File: src/rtl/eprisc_bus_pkg.sv
// Shared types and constants for the EPRISC two-master bus arbiter.
// Optional feature macro used by the arbiter: EPRISC_ARB_LOCK_EN.
package eprisc_bus_pkg;

    typedef enum logic [1:0] {
        ST_IDLE  = 2'd0,
        ST_ISSUE = 2'd1,
        ST_WAIT  = 2'd2,
        ST_ACK   = 2'd3
    } arb_state_t;

    localparam int unsigned RD_LAT_MIN = 1;
    localparam int unsigned RD_LAT_MAX = 3;
    localparam int unsigned WAIT_CNT_W = 2;
    localparam int unsigned NUM_REQ    = 2;

    localparam logic REQ_CORE = 1'b0;
    localparam logic REQ_DMA  = 1'b1;

    // Out-of-range latencies are pulled back into the supported window.
    function automatic int unsigned clamp_rd_lat(input int unsigned lat);
        if (lat < RD_LAT_MIN) return RD_LAT_MIN;
        if (lat > RD_LAT_MAX) return RD_LAT_MAX;
        return lat;
    endfunction

endpackage

File: src/rtl/eprisc_rr_pick.sv
// Combinational two-way round-robin picker with an optional lock override.
module eprisc_rr_pick
    import eprisc_bus_pkg::*;
(
    input  logic [NUM_REQ-1:0] req,
    input  logic               last,
    input  logic               lock_hold,
    input  logic               lock_idx,
    output logic               pick_valid_c,
    output logic               pick_idx_c
);

    // Lock wins only while the locked master keeps requesting.
    always_comb begin
        pick_valid_c = |req;
        pick_idx_c   = REQ_CORE;
        if (lock_hold && req[lock_idx]) begin
            pick_idx_c = lock_idx;
        end else if (req == 2'b11) begin
            pick_idx_c = ~last;
        end else if (req[REQ_DMA]) begin
            pick_idx_c = REQ_DMA;
        end
    end

endmodule

File: src/rtl/eprisc_bus_arbiter.sv
// Two-master bus arbiter: IDLE -> ISSUE -> (WAIT) -> ACK with round-robin grants.
// Define EPRISC_ARB_LOCK_EN to let a granted master hold the bus via iLock.
module eprisc_bus_arbiter
    import eprisc_bus_pkg::*;
#(
    parameter int unsigned ADDR_W = 32,
    parameter int unsigned DATA_W = 32,
    parameter int unsigned RD_LAT = 1
)(
    input  logic              iClk,
    input  logic              iRst,
    input  logic              iReq0,
    input  logic              iReq1,
    input  logic [ADDR_W-1:0] iAddr0,
    input  logic [ADDR_W-1:0] iAddr1,
    input  logic [DATA_W-1:0] iWData0,
    input  logic [DATA_W-1:0] iWData1,
    input  logic              iWrite0,
    input  logic              iWrite1,
    input  logic              iLock0,
    input  logic              iLock1,
    output logic              oGnt0,
    output logic              oGnt1,
    output logic              oAck0,
    output logic              oAck1,
    output logic [DATA_W-1:0] oRData,
    output logic [ADDR_W-1:0] oMemAddr,
    output logic [DATA_W-1:0] oMemWData,
    output logic              oMemWrite,
    output logic              oMemEnable,
    input  logic [DATA_W-1:0] iMemRData
);

    localparam int unsigned RD_LAT_EFF = clamp_rd_lat(RD_LAT);
    localparam logic [WAIT_CNT_W-1:0] WAIT_INIT =
        WAIT_CNT_W'((RD_LAT_EFF > 1) ? RD_LAT_EFF - 2 : 0);
    localparam logic READ_NO_WAIT = (RD_LAT_EFF == 1);

    arb_state_t            state, state_d;
    logic                  owner, owner_d;
    logic                  is_write, is_write_d;
    logic [WAIT_CNT_W-1:0] wait_cnt, wait_cnt_d;
    logic                  last, last_d;
    logic                  gnt0_d, gnt1_d, ack0_d, ack1_d;
    logic                  mem_en_d, mem_wr_d;
    logic [ADDR_W-1:0]     mem_addr_d;
    logic [DATA_W-1:0]     mem_wdata_d, rdata_d;

    logic                  lock_hold;
    logic                  pick_valid, pick_idx;
    logic [ADDR_W-1:0]     sel_addr;
    logic [DATA_W-1:0]     sel_wdata;
    logic                  sel_write;

`ifdef EPRISC_ARB_LOCK_EN
    assign lock_hold = (state == ST_ACK) && ((owner == REQ_DMA) ? iLock1 : iLock0);
`else
    logic unused_lock;
    assign lock_hold   = 1'b0;
    assign unused_lock = iLock0 ^ iLock1;
`endif

    eprisc_rr_pick u_pick (
        .req          ({iReq1, iReq0}),
        .last         (last),
        .lock_hold    (lock_hold),
        .lock_idx     (owner),
        .pick_valid_c (pick_valid),
        .pick_idx_c   (pick_idx)
    );

    assign sel_addr  = (pick_idx == REQ_DMA) ? iAddr1  : iAddr0;
    assign sel_wdata = (pick_idx == REQ_DMA) ? iWData1 : iWData0;
    assign sel_write = (pick_idx == REQ_DMA) ? iWrite1 : iWrite0;

    // Next-state and next-output decode; strobes default low every cycle.
    always_comb begin
        state_d     = state;
        owner_d     = owner;
        is_write_d  = is_write;
        wait_cnt_d  = wait_cnt;
        last_d      = last;
        gnt0_d      = oGnt0;
        gnt1_d      = oGnt1;
        ack0_d      = 1'b0;
        ack1_d      = 1'b0;
        mem_en_d    = 1'b0;
        mem_wr_d    = 1'b0;
        mem_addr_d  = oMemAddr;
        mem_wdata_d = oMemWData;
        rdata_d     = oRData;

        case (state)
            ST_IDLE, ST_ACK: begin
                if (pick_valid) begin
                    state_d     = ST_ISSUE;
                    owner_d     = pick_idx;
                    last_d      = pick_idx;
                    gnt0_d      = (pick_idx == REQ_CORE);
                    gnt1_d      = (pick_idx == REQ_DMA);
                    mem_en_d    = 1'b1;
                    mem_wr_d    = sel_write;
                    is_write_d  = sel_write;
                    mem_addr_d  = sel_addr;
                    mem_wdata_d = sel_wdata;
                end else begin
                    state_d = ST_IDLE;
                    gnt0_d  = 1'b0;
                    gnt1_d  = 1'b0;
                end
            end
            ST_ISSUE: begin
                if (is_write || READ_NO_WAIT) begin
                    state_d = ST_ACK;
                    ack0_d  = (owner == REQ_CORE);
                    ack1_d  = (owner == REQ_DMA);
                    if (!is_write) rdata_d = iMemRData;
                end else begin
                    state_d    = ST_WAIT;
                    wait_cnt_d = WAIT_INIT;
                end
            end
            ST_WAIT: begin
                if (wait_cnt == '0) begin
                    state_d = ST_ACK;
                    ack0_d  = (owner == REQ_CORE);
                    ack1_d  = (owner == REQ_DMA);
                    rdata_d = iMemRData;
                end else begin
                    wait_cnt_d = wait_cnt - WAIT_CNT_W'(1);
                end
            end
            default: begin
                state_d = ST_IDLE;
                gnt0_d  = 1'b0;
                gnt1_d  = 1'b0;
            end
        endcase
    end

    // Reset drops any in-flight transaction; pointer favours requester 0 next.
    always_ff @(posedge iClk or posedge iRst) begin
        if (iRst) begin
            state      <= ST_IDLE;
            owner      <= REQ_CORE;
            is_write   <= 1'b0;
            wait_cnt   <= '0;
            last       <= REQ_DMA;
            oGnt0      <= 1'b0;
            oGnt1      <= 1'b0;
            oAck0      <= 1'b0;
            oAck1      <= 1'b0;
            oMemEnable <= 1'b0;
            oMemWrite  <= 1'b0;
            oMemAddr   <= '0;
            oMemWData  <= '0;
            oRData     <= '0;
        end else begin
            state      <= state_d;
            owner      <= owner_d;
            is_write   <= is_write_d;
            wait_cnt   <= wait_cnt_d;
            last       <= last_d;
            oGnt0      <= gnt0_d;
            oGnt1      <= gnt1_d;
            oAck0      <= ack0_d;
            oAck1      <= ack1_d;
            oMemEnable <= mem_en_d;
            oMemWrite  <= mem_wr_d;
            oMemAddr   <= mem_addr_d;
            oMemWData  <= mem_wdata_d;
            oRData     <= rdata_d;
        end
    end

endmodule

File: config.mk
export PLATFORM = sky130hd
export DESIGN_NAME = eprisc_bus_arbiter
export DESIGN_NICKNAME = d
export VERILOG_FILES = /design/src/rtl/eprisc_bus_pkg.sv /design/src/rtl/eprisc_rr_pick.sv /design/src/rtl/eprisc_bus_arbiter.sv
export SDC_FILE = /design/constraint.sdc
export NUM_CORES = 1
export LEC_CHECK = 0
export BUFFER_PORTS_ARGS = -buffer_cell sky130_fd_sc_hd__buf_4
export CORE_AREA = 2 2 103 105
export CTS_CLUSTER_DIAMETER = 100
export CTS_CLUSTER_SIZE = 30
export DETAILED_ROUTE_END_ITERATION = 10
export DIE_AREA = 0 0 105 107
export PLACE_DENSITY = 0.94
export SLEW_MARGIN = 10
export SYNTH_ARGS = -nofsm -noshare
export SYNTH_HDL_FRONTEND = slang
export SYNTH_SLANG_ARGS = --single-unit
export TNS_END_PERCENT = 5
File: constraint.sdc
create_clock -name iClk -period 5.8 [get_ports iClk]
set_input_delay 0.87 -clock iClk [delete_from_list [all_inputs] [get_ports iClk]]
set_output_delay 0.87 -clock iClk [all_outputs]
set_load 0.01 [all_outputs]
# Word level (Yosys, flattened, before mapping)
# Index checks and enable logic that the tools add are counted.
[word_totals] ff_bits=109 ram_bits=0 input_bits=168 output_inout_bits=102 rom_bits=0 wordCells=54 mem_count=0 latch_bits=0
[classes] bitwise=4 n_mul=0 n_eq_ne=6 muxes=21 n_reduce_logical=8 order_cmp=0 addsub=1 div_mod_pow=0 shift=0
[op_table] op="32-bit two-way mux" count=4
[op_table] op="32-bit one-hot mux with 2 select lines" count=1
[op_table] op="1-bit two-way mux" count=12
[op_table] op="2-bit == test (second input constant)" count=3
[op_table] op="2-bit one-hot mux with 3 select lines" count=1
[op_table] op="2-bit zero test" count=2
[op_table] op="2-bit != test (second input constant)" count=2
[op_table] op="1-bit inverter" count=4
[op_table] op="1-bit one-hot mux with 2 select lines" count=2
[op_table] op="2-bit AND reduction" count=2
[op_table] op="2-bit OR reduction" count=2
[op_table] op="3-bit AND reduction" count=1
[op_table] op="2-bit by 1-bit == test with 1-bit output (second input constant)" count=1
[op_table] op="2-bit two-way mux" count=1
[op_table] op="2-bit nonzero test" count=1
[op_table] op="2-bit by 1-bit subtractor with 2-bit output (second input constant)" count=1

# Logic depth before layout (Yosys ltp)
[depth] word_depth=5 depth_mapped=9 mapped_depth_nobuf=6

# Modules after synthesis
# A second synthesis with hierarchy kept.
[hier_totals] hier_cells=583 area_unflattened_um2=5710.5
[modules_own_cells] module="eprisc_bus_arbiter" cells_each=579 seq_area_each_um2=2728.9 n_inst=1 area_per_inst_um2=5683.0
[modules_own_cells] module="eprisc_rr_pick" cells_each=4 seq_area_each_um2=0.0 n_inst=1 area_per_inst_um2=27.5

# Worst setup path before layout
# No wires, ideal clock.
[synth_path] kind="input-to-reg" startpoint="input iReq1" endpoint="register oGnt1" path_buffers=2 stages=4 arrival_ns=1.556 setup_time_ns=0.125 path_slack_ns=4.119 required_ns=5.675 cell_sequence="a21boi_2 -> buf_4 -> buf_6 -> mux2_2"
[synth_between] elab_chain_cells=3 elab_cells_between_ends=5 cone_classes="eq/ne (1); mux (3); reduce/logical (1)"
[synth_lines] item="start, declared" line="eprisc_bus_arbiter.sv:13" text="input logic iReq1,"
[synth_lines] item="2-bit == test / 1-bit two-way mux (equally long branches)" line="eprisc_rr_pick.sv:19, eprisc_rr_pick.sv:21"
[synth_lines] item="1-bit two-way mux" line="eprisc_rr_pick.sv:19" text="end else if (req == 2'b11) begin"
[synth_lines] item="1-bit two-way mux *" line="eprisc_bus_arbiter.sv:95" text="if (pick_valid) begin"
[synth_lines] item="end signal, assigned" line="eprisc_bus_arbiter.sv:165" text="oGnt1 <= gnt1_d;"
[synth_lines] item="end, declared" line="eprisc_bus_arbiter.sv:23" text="output logic oGnt1,"
# Mark *: on every way between the ends. The rest lies on a longest branch, timed or not.
# A chain may end at the register's enable or synchronous reset.

# Final worst setup path
[layout_path] startpoint="register state[0]" endpoint="register oMemWData[30]"
[layout_between] elab_chain_cells=3 elab_cells_between_ends=4 cone_classes="eq/ne (1); reduce/logical (3)"
[layout_lines] item="start, declared" line="eprisc_bus_arbiter.sv:39" text="arb_state_t state, state_d;"
[layout_lines] item="start signal, assigned" line="eprisc_bus_arbiter.sv:159" text="state <= state_d;"
[layout_lines] item="2-bit == test / 2-bit zero test (equally long branches)" line="eprisc_bus_arbiter.sv:93" text="case (state)"
[layout_lines] item="2-bit OR reduction *" line="eprisc_bus_arbiter.sv:93"
[layout_lines] item="2-bit AND reduction (no source line) *"
[layout_lines] item="end signal, assigned" line="eprisc_bus_arbiter.sv:171" text="oMemWData <= mem_wdata_d;"
[layout_lines] item="end, declared" line="eprisc_bus_arbiter.sv:28" text="output logic [DATA_W-1:0] oMemWData,"
# Marks and branches as above.

==> reports/metrics.yaml <==
setup_path:
  critPathTopFamily: "buffers and inverters"
  path_cells: "inv_1, ha_1, o21ai_4, inv_2, nor2_1, a21oi_1"
  path_buf_inv: 2
  path_max_fanout: 67
  worstSetupPathType: "reg2reg"
  cp.arrival_ps: 2670
  worst_ep_required_time_ps: 6080
  r2r-end: "oMemWData[30]"
  rrSetupSlack_ps: 3410
  end_kind: "flop"
  slowest_delay_ps: 830
  r2r_start: "state[0]"
  reg2reg_depth: 6
  worstSetupStartpointType: "flop"
  crit_path_top_delay_cell: "inv_2"
pwr:
  power_per_cell_area_mw_per_mm2: 544
  peakVddDrop_uv: 298
  p_leak_nw: 3.50
sta:
  fmax_mhz: 419
  tns_ps: 0
  min_period_over_period: 0.411
  setup_viol: 0
  period_needed_ps: 2390
  drv_slew: 0
  worst_pin_slew_ps: 1190
  skew_ps: 11.6
  maxSlewHeadroom: 0.208
  hold_viol: 0
  rsz0062_at_grt: "false"
status:
  outcome: "completed"
yosys:
  synth_xor_area_frac: 0.00183
  synthSimpleGateAreaFrac: 0.110
  synth_cells: 466
  synthAdderAreaFrac: 0.00785
  yosysSeqAreaShare: 0.570
  ys_seq_elements: 109
  syn_area_mm2: 0.00478
  syn_nets: 637
  ys_types: 29
  yosysWarnings: 0
  synthMuxAreaShare: 0.103
  yosysTopAreaCell: "dfrtp_1"
  synth_top_family_by_area: "compound AO/OA/AOI/OAI gates"
  ys_top_cells_by_area: "dfrtp_1 57%, a21oi_1 14%, mux2_4 9.4%, nor2_1 5.4%, nand2_1 5.2%"
  synth_area_per_cell_um2: 10.3
  synth-compound-area-share: 0.156
  synth_top_area_frac: 0.565
final_layout:
  drive_above_1_share: 0.451
  regArea_mm2: 0.00273
  nFillCells: 737
  syn2layout_area_growth_pct: 45.6
  layout_common_cells: "272 x buf_4, 132 x a21oi_1, 108 x dfrtp_1"
  fin_nets: 887
  final_common_cell: "buf_4"
  antenna_cells: 0
  instances_no_fill: 856
  multi_input_area_mm2: 0.00183
worst_hold_path:
  min_to: "oAck0"
  min_path_cells: 1
  worstHoldStart: "owner"
  hold_class: "reg2reg"
grt:
  grt_max_degree: 68
  grtUsageTotal: 0.249
  grt_pass1_vias: 4584
  antenna_found_initial: 0
  grt_pass1_wl_um: 22100
  overflow: 0
routing:
  remaining_drc_errors: 0
  viasPerCell: 5.14
  wire_per_inst_um: 16.6
  drtIter0Drc: 326
  ant_nets: 0
  totalWireLength_um: 14200
  route.vias.total: 4398
  dr.pass1.iters: 5
die:
  die_w_um: 105
  io_pins: 270
  core_mm2: 0.0101
  core.rowCount: 37
  die_y_um: 107
  start_util: 0.474
  dieArea_mm2: 0.0112
clocking:
  path_clk_slew_ps: 100
  hold_buffers: 0
  cts-root-buf: "clkbuf_8"
  insertion_delay_ps: 370
  cts_resized: 0
  cts_tree: "yes"
  cts_made_buffers: 9
  cts.htree.levels: 3
  cts_setup_buffers: 0
  clk_path_buf_depth: 2
  clock_sinks: 109
placed_design:
  dp_cells: 841
  io_buffer_count: 267
  dp_hpwl_um: 10300
  gp_congestion: 0.803
flow_run:
  drv_cap: 0
-- worst reg2reg max path: cells and delay by family (launching register included) --
kind | cells | cell delay [ps]
AOI/OAI and AO/OA | 2 | 320
DFF | 1 | 400
adders and majority gates | 1 | 510
and+or+nand+nor | 1 | 190
buffers and inverters | 2 | 890
-- stage by stage --
step	setup slack (ps)	total power, mW	utilization	hold slack (ps)	area, µm²
after CTS	3410	3.82	0.690	474	6970
after detailed placement	3100	3.39	0.673	457	6800
after floorplan	2060	2.54	-	423	4780
final	3410	3.79	0.690	475	6970
after global routing	3240	4.03	0.690	492	6970
after global placement	3160	3.27	0.673	445	6800
-- sequential cells by signal (all words and copies together), names as in the netlist --
signal,cells
oMemAddr,32
oAck1,1
wait_cnt,2
oMemWrite,1
oGnt1,1
oAck0,1
last,1
oGnt0,1
owner,1
oMemWData,32
is_write,1
oRData,32
state,2
oMemEnable,1
-- final cells by class --
cell class              count  share of cell area
inverters                   7             0.00413
well taps                 136              0.0244
repair buffers            272               0.293
multi-input cells         317               0.262
clock inverters             6             0.00682
flip-flops and latches    109               0.392
clock buffers               9              0.0178
-- layer usage --
metal,wire length (µm),track usage,up-vias
met5,0,0,-
met4,470,0.120,0
met3,935,0.0523,38
met2,7550,0.447,216
met1,5250,0.283,2092
li1,-,-,2052
-- worst max-delay path by stage --
stage / start / endpoint / slack, ps / cells after the start
2_1_floorplan: iRst / is_write / 2060 / 1
3_3_place_gp: iReq1 / is_write / 3160 / 5
3_5_place_dp: iReq1 / is_write / 3100 / 5
4_1_cts: state[0] / oMemWData[14] / 3410 / 6
5_1_grt: state[0] / oMemWData[14] / 3240 / 6
6_report: state[0] / oMemWData[30] / 3410 / 6
-- Yosys cell counts --
| cell | instances |
|---|---|
| o211ai_4 | 1 |
| buf_8 | 3 |
| nand2b_1 | 1 |
| inv_2 | 1 |
| o22ai_1 | 1 |
| buf_4 | 5 |
| a21oi_1 | 132 |
| a31oi_1 | 2 |
| dfrtp_1 | 108 |
| nor3b_1 | 1 |
| dfstp_2 | 1 |
| mux2_2 | 1 |
| a21boi_2 | 1 |
| mux2i_1 | 1 |
| clkbuf_1 | 7 |
| xnor2_1 | 1 |
| mux2_4 | 30 |
| inv_1 | 6 |
| nor2_1 | 69 |
| nand2_1 | 66 |
| a22o_1 | 1 |
| a21bo_1 | 1 |
| o21ai_0 | 1 |
| o21ai_2 | 1 |
| ha_1 | 3 |
| buf_2 | 15 |
| mux2_1 | 2 |
| buf_6 | 3 |
| nor3_1 | 1 |
-- cell families after synthesis --
| family | count (synthesis) |
|---|---|
| AO/OA/AOI/OAI | 141 |
| AND/OR/NAND/NOR | 138 |
| flip-flops | 109 |
| buffers and inverters | 40 |
| multiplexers | 34 |
| adder cells (fa/ha/maj) | 3 |
| XOR/XNOR | 1 |
-- report_power, final --
| part | switching [mW] | leakage [nW] | internal, mW |
|---|---|---|---|
| registers | 0.227 | 1.25 | 1.15 |
| logic | 0.989 | 2.18 | 1.01 |
| clock network | 0.261 | 0.0744 | 0.157 |
| total | 1.48 | 3.50 | 2.31 |
(Power assumes the default switching activity.)
